## src/rtl/pe_array_controller_pkg.sv

```systemverilog
// Shared types and default geometry for the PE array controller.
package pe_array_controller_pkg;

    localparam int unsigned DEF_NUM_ROWS  = 3;
    localparam int unsigned DEF_FILTER_W  = 3;
    localparam int unsigned DEF_NUM_DIAGS = 5;
    localparam int unsigned DEF_IFMAP_W   = 7;

    typedef enum logic [2:0] {
        IDLE,
        LOAD_FILTER,
        LOAD_IFMAP,
        CONV,
        DONE
    } pe_ctrl_state_t;

    // True when cnt lies in the half-open window [lo, lo+len).
    function automatic logic in_window(input int unsigned cnt, input int unsigned lo,
                                       input int unsigned len);
        return (cnt >= lo) && (cnt < lo + len);
    endfunction

endpackage

```

## src/rtl/pe_array_controller_if.sv

```systemverilog
// Control bundle between the tile FSM / operand source and the PE array controller.
interface pe_array_controller_if
    import pe_array_controller_pkg::*;
#(
    parameter int unsigned NUM_ROWS  = DEF_NUM_ROWS,
    parameter int unsigned NUM_DIAGS = DEF_NUM_DIAGS
) ();

    logic                 start;
    logic                 reuse_filter;
    logic                 src_valid;
    logic                 src_ready;
    logic [NUM_ROWS-1:0]  read_new_filter_val;
    logic [NUM_DIAGS-1:0] read_new_ifmap_val;
    logic [NUM_DIAGS-1:0] start_conv;
    logic                 busy;
    logic                 done;

    modport master (
        output start, reuse_filter, src_valid,
        input  src_ready, read_new_filter_val, read_new_ifmap_val, start_conv, busy, done
    );

    modport slave (
        input  start, reuse_filter, src_valid,
        output src_ready, read_new_filter_val, read_new_ifmap_val, start_conv, busy, done
    );

endinterface

```

## src/rtl/pe_ctrl_nested_cnt.sv

```systemverilog
// Two-level counter: inner wraps at INNER_MAX and carries into outer, which wraps at OUTER_MAX.
module pe_ctrl_nested_cnt #(
    parameter int unsigned INNER_MAX = 2,
    parameter int unsigned OUTER_MAX = 2,
    localparam int unsigned IW = (INNER_MAX > 0) ? $clog2(INNER_MAX + 1) : 1,
    localparam int unsigned OW = (OUTER_MAX > 0) ? $clog2(OUTER_MAX + 1) : 1
) (
    input  logic          clk,
    input  logic          rst_n,
    input  logic          en,
    input  logic          clr,
    output logic [IW-1:0] inner,
    output logic [OW-1:0] outer,
    output logic          last
);

    logic inner_wrap;
    logic outer_wrap;

    assign inner_wrap = (inner == IW'(INNER_MAX));
    assign outer_wrap = (outer == OW'(OUTER_MAX));
    assign last       = inner_wrap && outer_wrap;

    always_ff @(posedge clk) begin
        if (!rst_n || clr) begin
            inner <= '0;
            outer <= '0;
        end else if (en) begin
            if (inner_wrap) begin
                inner <= '0;
                outer <= outer_wrap ? '0 : outer + OW'(1);
            end else begin
                inner <= inner + IW'(1);
            end
        end
    end

endmodule

```

## src/rtl/pe_array_controller.sv

```systemverilog
// Sequencer for PE filter/ifmap loading and the diagonal-skewed conv wave.
// Optional feature macro: PE_CTRL_FILTER_REUSE_EN (start with reuse_filter skips the filter load).
module pe_array_controller
    import pe_array_controller_pkg::*;
#(
    parameter int unsigned NUM_ROWS  = DEF_NUM_ROWS,
    parameter int unsigned FILTER_W  = DEF_FILTER_W,
    parameter int unsigned NUM_DIAGS = DEF_NUM_DIAGS,
    parameter int unsigned IFMAP_W   = DEF_IFMAP_W
) (
    input  logic                  clk,
    input  logic                  rst_n,
    pe_array_controller_if.slave  bus
);

    localparam int unsigned CONV_LAST = NUM_DIAGS + IFMAP_W - 2;
    localparam int unsigned CW        = $clog2(CONV_LAST + 1);
    localparam int unsigned FWW       = (FILTER_W > 1) ? $clog2(FILTER_W) : 1;
    localparam int unsigned FRW       = (NUM_ROWS > 1) ? $clog2(NUM_ROWS) : 1;
    localparam int unsigned IWW       = (IFMAP_W > 1) ? $clog2(IFMAP_W) : 1;
    localparam int unsigned IDW       = (NUM_DIAGS > 1) ? $clog2(NUM_DIAGS) : 1;

    pe_ctrl_state_t       state;
    logic [CW-1:0]        conv_cnt;
    logic [CW-1:0]        conv_nxt;
    logic [NUM_DIAGS-1:0] start_conv_q;
    logic [NUM_DIAGS-1:0] wave_next;
    logic                 done_q;

    logic                 src_ready;
    logic                 xfer;
    logic                 cnt_clr;
    logic [FWW-1:0]       f_word;
    logic [FRW-1:0]       f_row;
    logic                 f_last;
    logic [IWW-1:0]       i_word;
    logic [IDW-1:0]       i_diag;
    logic                 i_last;
    logic [NUM_ROWS-1:0]  filter_stb;
    logic [NUM_DIAGS-1:0] ifmap_stb;

    assign src_ready = (state == LOAD_FILTER) || (state == LOAD_IFMAP);
    assign xfer      = bus.src_valid && src_ready;
    assign cnt_clr   = (state == DONE);

    pe_ctrl_nested_cnt #(
        .INNER_MAX (FILTER_W - 1),
        .OUTER_MAX (NUM_ROWS - 1)
    ) u_filter_cnt (
        .clk   (clk),
        .rst_n (rst_n),
        .en    (xfer && (state == LOAD_FILTER)),
        .clr   (cnt_clr),
        .inner (f_word),
        .outer (f_row),
        .last  (f_last)
    );

    pe_ctrl_nested_cnt #(
        .INNER_MAX (IFMAP_W - 1),
        .OUTER_MAX (NUM_DIAGS - 1)
    ) u_ifmap_cnt (
        .clk   (clk),
        .rst_n (rst_n),
        .en    (xfer && (state == LOAD_IFMAP)),
        .clr   (cnt_clr),
        .inner (i_word),
        .outer (i_diag),
        .last  (i_last)
    );

    // Word position only drives the carry inside the counter.
    logic unused_words;
    assign unused_words = ^{f_word, i_word};

    // Load strobes follow src_valid in the same cycle as the data word.
    always_comb begin
        filter_stb = '0;
        ifmap_stb  = '0;
        for (int unsigned r = 0; r < NUM_ROWS; r++) begin
            filter_stb[r] = (state == LOAD_FILTER) && bus.src_valid && (int'(f_row) == int'(r));
        end
        for (int unsigned d = 0; d < NUM_DIAGS; d++) begin
            ifmap_stb[d] = (state == LOAD_IFMAP) && bus.src_valid && (int'(i_diag) == int'(d));
        end
    end

    // Wave for the count that will be current after this edge.
    always_comb begin
        conv_nxt  = (state == CONV) ? conv_cnt + CW'(1) : '0;
        wave_next = '0;
        for (int unsigned d = 0; d < NUM_DIAGS; d++) begin
            wave_next[d] = in_window(int'(conv_nxt), d, IFMAP_W);
        end
    end

`ifndef PE_CTRL_FILTER_REUSE_EN
    logic unused_reuse;
    assign unused_reuse = bus.reuse_filter;
`endif

    always_ff @(posedge clk) begin
        if (!rst_n) begin
            state        <= IDLE;
            conv_cnt     <= '0;
            start_conv_q <= '0;
            done_q       <= 1'b0;
        end else begin
            done_q <= 1'b0;
            case (state)
                IDLE: begin
                    conv_cnt     <= '0;
                    start_conv_q <= '0;
                    if (bus.start) begin
`ifdef PE_CTRL_FILTER_REUSE_EN
                        state <= bus.reuse_filter ? LOAD_IFMAP : LOAD_FILTER;
`else
                        state <= LOAD_FILTER;
`endif
                    end
                end
                LOAD_FILTER: begin
                    if (xfer && f_last) state <= LOAD_IFMAP;
                end
                LOAD_IFMAP: begin
                    if (xfer && i_last) begin
                        state        <= CONV;
                        conv_cnt     <= '0;
                        start_conv_q <= wave_next;
                    end
                end
                CONV: begin
                    if (conv_cnt == CW'(CONV_LAST)) begin
                        state        <= DONE;
                        start_conv_q <= '0;
                        done_q       <= 1'b1;
                    end else begin
                        conv_cnt     <= conv_nxt;
                        start_conv_q <= wave_next;
                    end
                end
                DONE: begin
                    state    <= IDLE;
                    conv_cnt <= '0;
                end
                default: state <= IDLE;
            endcase
        end
    end

    assign bus.src_ready           = src_ready;
    assign bus.read_new_filter_val = filter_stb;
    assign bus.read_new_ifmap_val  = ifmap_stb;
    assign bus.start_conv          = start_conv_q;
    assign bus.busy                = (state != IDLE);
    assign bus.done                = done_q;

endmodule

```

## src/flat_wrapper.sv

```systemverilog
// flat-port wrapper written by rule: the top's interface ports become plain ports
module pe_array_controller_flat import pe_array_controller_pkg::*;
#(
    parameter int unsigned NUM_ROWS  = DEF_NUM_ROWS,
    parameter int unsigned FILTER_W  = DEF_FILTER_W,
    parameter int unsigned NUM_DIAGS = DEF_NUM_DIAGS,
    parameter int unsigned IFMAP_W   = DEF_IFMAP_W
)
  (clk, rst_n, bus_start, bus_reuse_filter, bus_src_valid, bus_src_ready, bus_read_new_filter_val, bus_read_new_ifmap_val, bus_start_conv, bus_busy, bus_done);
  pe_array_controller_if #(.NUM_ROWS(NUM_ROWS), .NUM_DIAGS(NUM_DIAGS)) bus_i ();
  input  logic clk;
  input  logic rst_n;
  input wire logic [$bits(bus_i.start)-1:0] bus_start;
  input wire logic [$bits(bus_i.reuse_filter)-1:0] bus_reuse_filter;
  input wire logic [$bits(bus_i.src_valid)-1:0] bus_src_valid;
  output wire logic [$bits(bus_i.src_ready)-1:0] bus_src_ready;
  output wire logic [$bits(bus_i.read_new_filter_val)-1:0] bus_read_new_filter_val;
  output wire logic [$bits(bus_i.read_new_ifmap_val)-1:0] bus_read_new_ifmap_val;
  output wire logic [$bits(bus_i.start_conv)-1:0] bus_start_conv;
  output wire logic [$bits(bus_i.busy)-1:0] bus_busy;
  output wire logic [$bits(bus_i.done)-1:0] bus_done;
  assign bus_i.start = bus_start;
  assign bus_i.reuse_filter = bus_reuse_filter;
  assign bus_i.src_valid = bus_src_valid;
  assign bus_src_ready = bus_i.src_ready;
  assign bus_read_new_filter_val = bus_i.read_new_filter_val;
  assign bus_read_new_ifmap_val = bus_i.read_new_ifmap_val;
  assign bus_start_conv = bus_i.start_conv;
  assign bus_busy = bus_i.busy;
  assign bus_done = bus_i.done;
  pe_array_controller #(.NUM_ROWS(NUM_ROWS), .FILTER_W(FILTER_W), .NUM_DIAGS(NUM_DIAGS), .IFMAP_W(IFMAP_W)) u_core (.clk(clk), .rst_n(rst_n), .bus(bus_i));
endmodule
```

## config.mk

```make
export PLATFORM = sky130hd
export DESIGN_NAME = pe_array_controller_flat
export DESIGN_NICKNAME = d
export VERILOG_FILES = /design/src/rtl/pe_array_controller_pkg.sv /design/src/rtl/pe_array_controller_if.sv /design/src/rtl/pe_ctrl_nested_cnt.sv /design/src/rtl/pe_array_controller.sv /design/src/flat_wrapper.sv
export SDC_FILE = /design/constraint.sdc
export NUM_CORES = 1
export LEC_CHECK = 0
export BUFFER_PORTS_ARGS = -buffer_cell sky130_fd_sc_hd__buf_4
export CAP_MARGIN = 20
export CORE_UTILIZATION = 47
export CTS_CLUSTER_DIAMETER = 80
export DETAILED_ROUTE_END_ITERATION = 12
export PLACE_DENSITY = 0.68
export SKIP_LAST_GASP = 1
export SLEW_MARGIN = 20
export SYNTH_ARGS = -nofsm -noshare
export SYNTH_HDL_FRONTEND = slang
export SYNTH_HIERARCHICAL = 1
export SYNTH_SLANG_ARGS = --single-unit
```

## constraint.sdc

```tcl
create_clock -name clk -period 2 [get_ports clk]
set_clock_uncertainty 0.05 [all_clocks]
set_input_delay 0.3 -clock clk [delete_from_list [all_inputs] [get_ports clk]]
set_output_delay 0.3 -clock clk [all_outputs]
set_load 0.03 [all_outputs]
```

# Word level (Yosys, flattened, before mapping)

Cells that the tools add are included.

Add/sub/neg operators: 5
$lt $le $gt $ge: 9
Eq/ne operators: 20
Multiplexer cells: 17
Reductions and logical operators: 37

Operators with widths:

| kind                | count |
|---|---|
| $logic_and 1x1->1   | 21 |
| $eq 3x3->1 const B  | 6 |
| $mux 3              | 6 |
| $lt 4x4->1 const B  | 4 |
| $pmux 5 s3          | 1 |
| $mux 4              | 3 |
| $pmux 3 s4          | 1 |
| $pmux 4 s3          | 1 |
| $mux 5              | 2 |
| $ne 2x2->1 const B  | 5 |
| $eq 3x2->1 const B  | 3 |
| $reduce_bool 3->1   | 3 |
| $eq 2x2->1 const B  | 4 |
| $ge 4x2->1 const B  | 2 |
| $reduce_and 2->1    | 4 |
| $add 3x1->3 const B | 2 |
| $logic_not 3->1     | 2 |
| $add 2x1->2 const B | 2 |
| $add 4x1->4 const B | 1 |
| $eq 4x4->1 const B  | 1 |
| $ge 4x1->1 const B  | 1 |
| $ge 4x3->1 const B  | 1 |
| $lt 4x3->1 const B  | 1 |
| $mux 2              | 2 |
| other kinds (8)     | 9 |

Register bits: 23
Bits of input ports: 5
Output and inout port bits: 16

# Logic depth before layout (Yosys ltp)

Depth after elaboration: 6
Gate-level depth with buffers: 9
Mapped depth without buffers: 9

# Modules after synthesis

The synthesis kept the hierarchy.

Modules (own cells, without submodules):

| module                                    | instances | cells an instance | area an instance (µm²) | sequential area each (µm²) |
|---|---|---|---|---|
| pe_array_controller                       | 1         | 119               | 912.1                  | 260.2 |
| pe_ctrl_nested_cnt at u_core.u_ifmap_cnt  | 1         | 37                | 326.6                  | 120.1 |
| pe_ctrl_nested_cnt at u_core.u_filter_cnt | 1         | 19                | 202.7                  | 80.1 |

# Least setup slack after synthesis

Ideal clock, no wire load.

Path type: register to output
From: reg u_core.state[1]
To: out bus_read_new_ifmap_val[2]
Arrival time: 1728 ps
Slack: -78 ps
Cell stages (with the launch flop): 6
Path buffers: 1
Cell sequence: dfxtp_1 -> buf_6 -> nor2b_1 -> and3_1 -> nand2b_1 -> nor3b_1

Longest elaborated chain between the ends: 3

RTL lines:

| item                            | RTL line                   | text |
|---|---|---|
| start, declared                 | pe_array_controller.sv:23  | `pe_ctrl_state_t state;` |
| start signal, assigned          | pe_array_controller.sv:104 | `state <= IDLE;` |
| start signal, assigned          | pe_array_controller.sv:118 | `state <= LOAD_FILTER;` |
| start signal, assigned          | pe_array_controller.sv:123 | `if (xfer && f_last) state <= LOAD_IFMAP;` |
| $eq 3x2->1                      | pe_array_controller.sv:84  | `ifmap_stb[d] = (state == LOAD_IFMAP) && bus.src_valid && (int'(i_diag) == int'(d));` |
| $logic_and 1x1->1 (2 in series) | pe_array_controller.sv:84  |  |
| end, declared                   | flat_wrapper.sv:18         | `output wire logic [$bits(bus_i.read_new_ifmap_val)-1:0] bus_read_new_ifmap_val;` |

Every way passes these cells.

# Worst setup path in the final report

From: reg u_core.state[1]
To: out bus_read_new_ifmap_val[1]

Same word-level chain as after synthesis.

==> out/summary.txt <==
Status - finished with violations
Failing checks - design-rule violations
Routed WL - 3.096 mm
Predominant post-synthesis flop cell - dfxtp_1
Power per cell area - 516.1 mW/mm^2
Vias per cell - 5.740
Crit Reg-Reg Startpoint - u_core/u_ifmap_cnt/outer[0]
Clock sink total - 23
Total track usage - 19.14%
Post-Synthesis Cells - 175
Critical Path Source Type - register
P&R area growth vs syn - 16.75%
Yosys warnings - 6
Max VDD drop - 0.0003480 V
Clk buf depth - 2
Worst Path Required - 1650 ps
Min-delay src - rst_n
Final worst setup slack - 77.73 ps
Terminus of the critical flop-to-flop path - u_core/conv_cnt[1]
Int Pwr - 0.6052 mW
DR iter-0 viols - 89
Initial Utilization - 50.95%
FFs w/ async S/R, synth - 0%
Pre-CTS WS - 223.1 ps
Final net count - 210
Sequential-to-total area share from yosys stat - 31.94%
WHS Endpoint - u_core/bus.start_conv[1]
Largest net degree at the start of global routing - 14
Yosys reg bits - 23
Reg2Reg Depth - 9
Rows - 19
Crit path time final - 1922 ps
Number of I/O pins - 21
Post-synth EDFFs - 0
Routed Antenna Nets - 0
H-tree depth - 1
Worst Max-Slew Pin Slew - 608.3 ps
DRC violations left - 2
Worst Setup End Kind - output pin
Root Driver - clkbuf_4
Die Y - 57.38 um
Switch share - 30.32%
RSZ-0062 raised after global routing - true
Synthesized area per cell - 8.236 sq um
Min-delay worst type - input pin to register
Power share of the combinational group - 19.6%
CP arrival - 1570 ps
Switch Pwr - 0.2633 mW
TNS Setup - 0 ps
Die Area - 0.003292 sq mm
Total design power - 0.8685 mW
Netlist cell types - 52
Routed via count - 1326
Max Cap Violations - 0
Register-to-Register Setup Slack - 200 ps
Flop pwr share - 54.8%
Fin util - 59.49%
Clock group share of total power - 25.6%
Syn Nets - 184
Leak pwr - 0.6739 nW
Clk_lat worst skew - 320 ps
Fmax - 520.2 MHz
Total CTS buffers - 3
Clk slew on worst S/H paths - 140 ps
First-pass GRT wire length - 5.057 mm
Critical Path Fanout Max - 8
Hold depth - 3
Vias in the first global route - 1210
Synthesized area - 0.001441 sq mm
WS Path Type - register to output pin
Grt ovf - 0
Fin. max-slew vios - 0
IO Port Bufs - 19
TritonCTS clock tree - yes
Slew HR - 59.02%
Pre-antenna DRT Iters - 8
Period utilisation layout - 96.11%
Routability cong. - 0.8159
Die X - 57.38 um
Initial antenna violation count - 0
Setup violators final - 0
Avg WL per Cell - 13.40 um
Final Hold Vio Count - 0
Core area - 0.002829 sq mm
ANT cells - 0
Layout cell share with drive strength beyond 1 - 26.50%
Post-DP HPWL - 2.266 mm
==> power groups by stage <==
stage,clock network (mW),logic (mW),registers (mW)
2_1_floorplan,0,0.120,0.483
3_3_place_gp,0,0.157,0.484
3_5_place_dp,0,0.160,0.486
4_1_cts,0.231,0.163,0.476
5_1_grt,0.242,0.183,0.477
6_report,0.223,0.170,0.476
==> worst max-delay path, stage by stage (launching register included) <==
cell     delay [ps]
dfxtp_1         360
nor2b_2         180
and3_4          240
nor2b_2         160
nand2_1          60
nor2_1           90
buf_4           170
==> metal layers <==
layer	vias to the layer above	GRT usage [%]	routed length [um]
met5	-	0	0
met4	0	7.317	53
met3	7	2.721	73
met2	17	33.89	1550
met1	630	23.28	1419
li1	672	-	-
==> cells by family (layout without fill, tap and decap cells) <==
kind of cell               count (synthesis)  after routing  share of synthesized area, %
and+or+nand+nor                           88             88                         36.98
AOI/OAI and AO/OA                         40             40                         16.49
DFF                                       23             23                         31.94
buffers and inverters                     12             37                         5.815
muxes                                      5              5                         3.472
adders and majority gates                  4              4                         3.472
xor gates and xnor gates                   3              3                         1.823
==> flip-flops by register name, summed over array words and instances, names as in the netlist <==
| register | flops |
|---|---|
| u_core/bus.done | 1 |
| u_core/bus.start_conv | 5 |
| u_core/conv_cnt | 4 |
| u_core/state | 3 |
| u_core/u_filter_cnt/inner | 2 |
| u_core/u_filter_cnt/outer | 2 |
| u_core/u_ifmap_cnt/inner | 3 |
| u_core/u_ifmap_cnt/outer | 3 |
==> timing repair <==
action	4_1_cts	5_1_grt
pin swaps	0	1
endpoints found under the setup margin	4	6
hold buffers	0	0
setup buffers	0	2
resized for setup	3	6
==> synthesized netlist by cell type, drive strengths merged, types with 4 or more instances <==
cell | number | share of area [%]
mux2i | 5 | 3.5
nor2 | 16 | 4.3
buf | 6 | 4.3
nand3 | 10 | 3.5
a21oi | 16 | 5.8
and3 | 4 | 1.7
nand3b | 8 | 5.0
nand2 | 17 | 4.4
ha | 4 | 3.5
o21ai | 15 | 5.2
nor3b | 4 | 2.1
nand2b | 8 | 4.2
inv | 6 | 1.6
nor3 | 4 | 1.7
dfxtp | 23 | 32
==> layout by cell type (no fill, tap or decap), types with 4 or more instances in the layout <==
cell type  count
nand3b_1       7
nand2b_1       6
a21oi_1       15
o21ai_1        5
inv_1          5
dfxtp_1       22
nand2_1       17
buf_4         27
mux2i_1        5
nand3_1        9
nor2_1        14
ha_1           4
o21ai_0       10
==> area by class of cell <==
| type | instances | area, sq um |
|---|---|---|
| clock buffers | 3 | 22.52 |
| clock inverters | 1 | 5.005 |
| fillers | 292 | 1146 |
| inverters | 6 | 22.52 |
| multi-input cells | 140 | 929.6 |
| flip-flops and latches | 23 | 461.7 |
| well taps | 31 | 38.79 |
| repair buffers | 27 | 202.7 |
==> per-stage QoR <==
step / hold slack (ps) / cell area (sq um) / std cells
final: 240.8 / 1683 / 231
after global routing: 242.1 / 1683 / 231
after CTS: 236.9 / 1647 / 229
after detailed placement: 401.2 / 1612 / 225
after global placement: 399.7 / 1612 / 225
after floorplan: 391.9 / 1446 / 175
==> worst max path at each step <==
stage | slack [ps] | start | endpoint | cells after the start
3_5_place_dp | 220 | u_core/state[2] | bus_read_new_ifmap_val[1] | 6
5_1_grt | -30 | u_core/state[1] | bus_read_new_ifmap_val[1] | 6
3_3_place_gp | 260 | u_core/state[2] | bus_read_new_ifmap_val[3] | 5
2_1_floorplan | -20 | u_core/state[1] | bus_read_new_ifmap_val[0] | 5
6_report | 80 | u_core/state[1] | bus_read_new_ifmap_val[1] | 6
4_1_cts | 7 | u_core/state[2] | bus_read_new_ifmap_val[1] | 6
No activity file was read; power rests on OpenSTA's default activity.
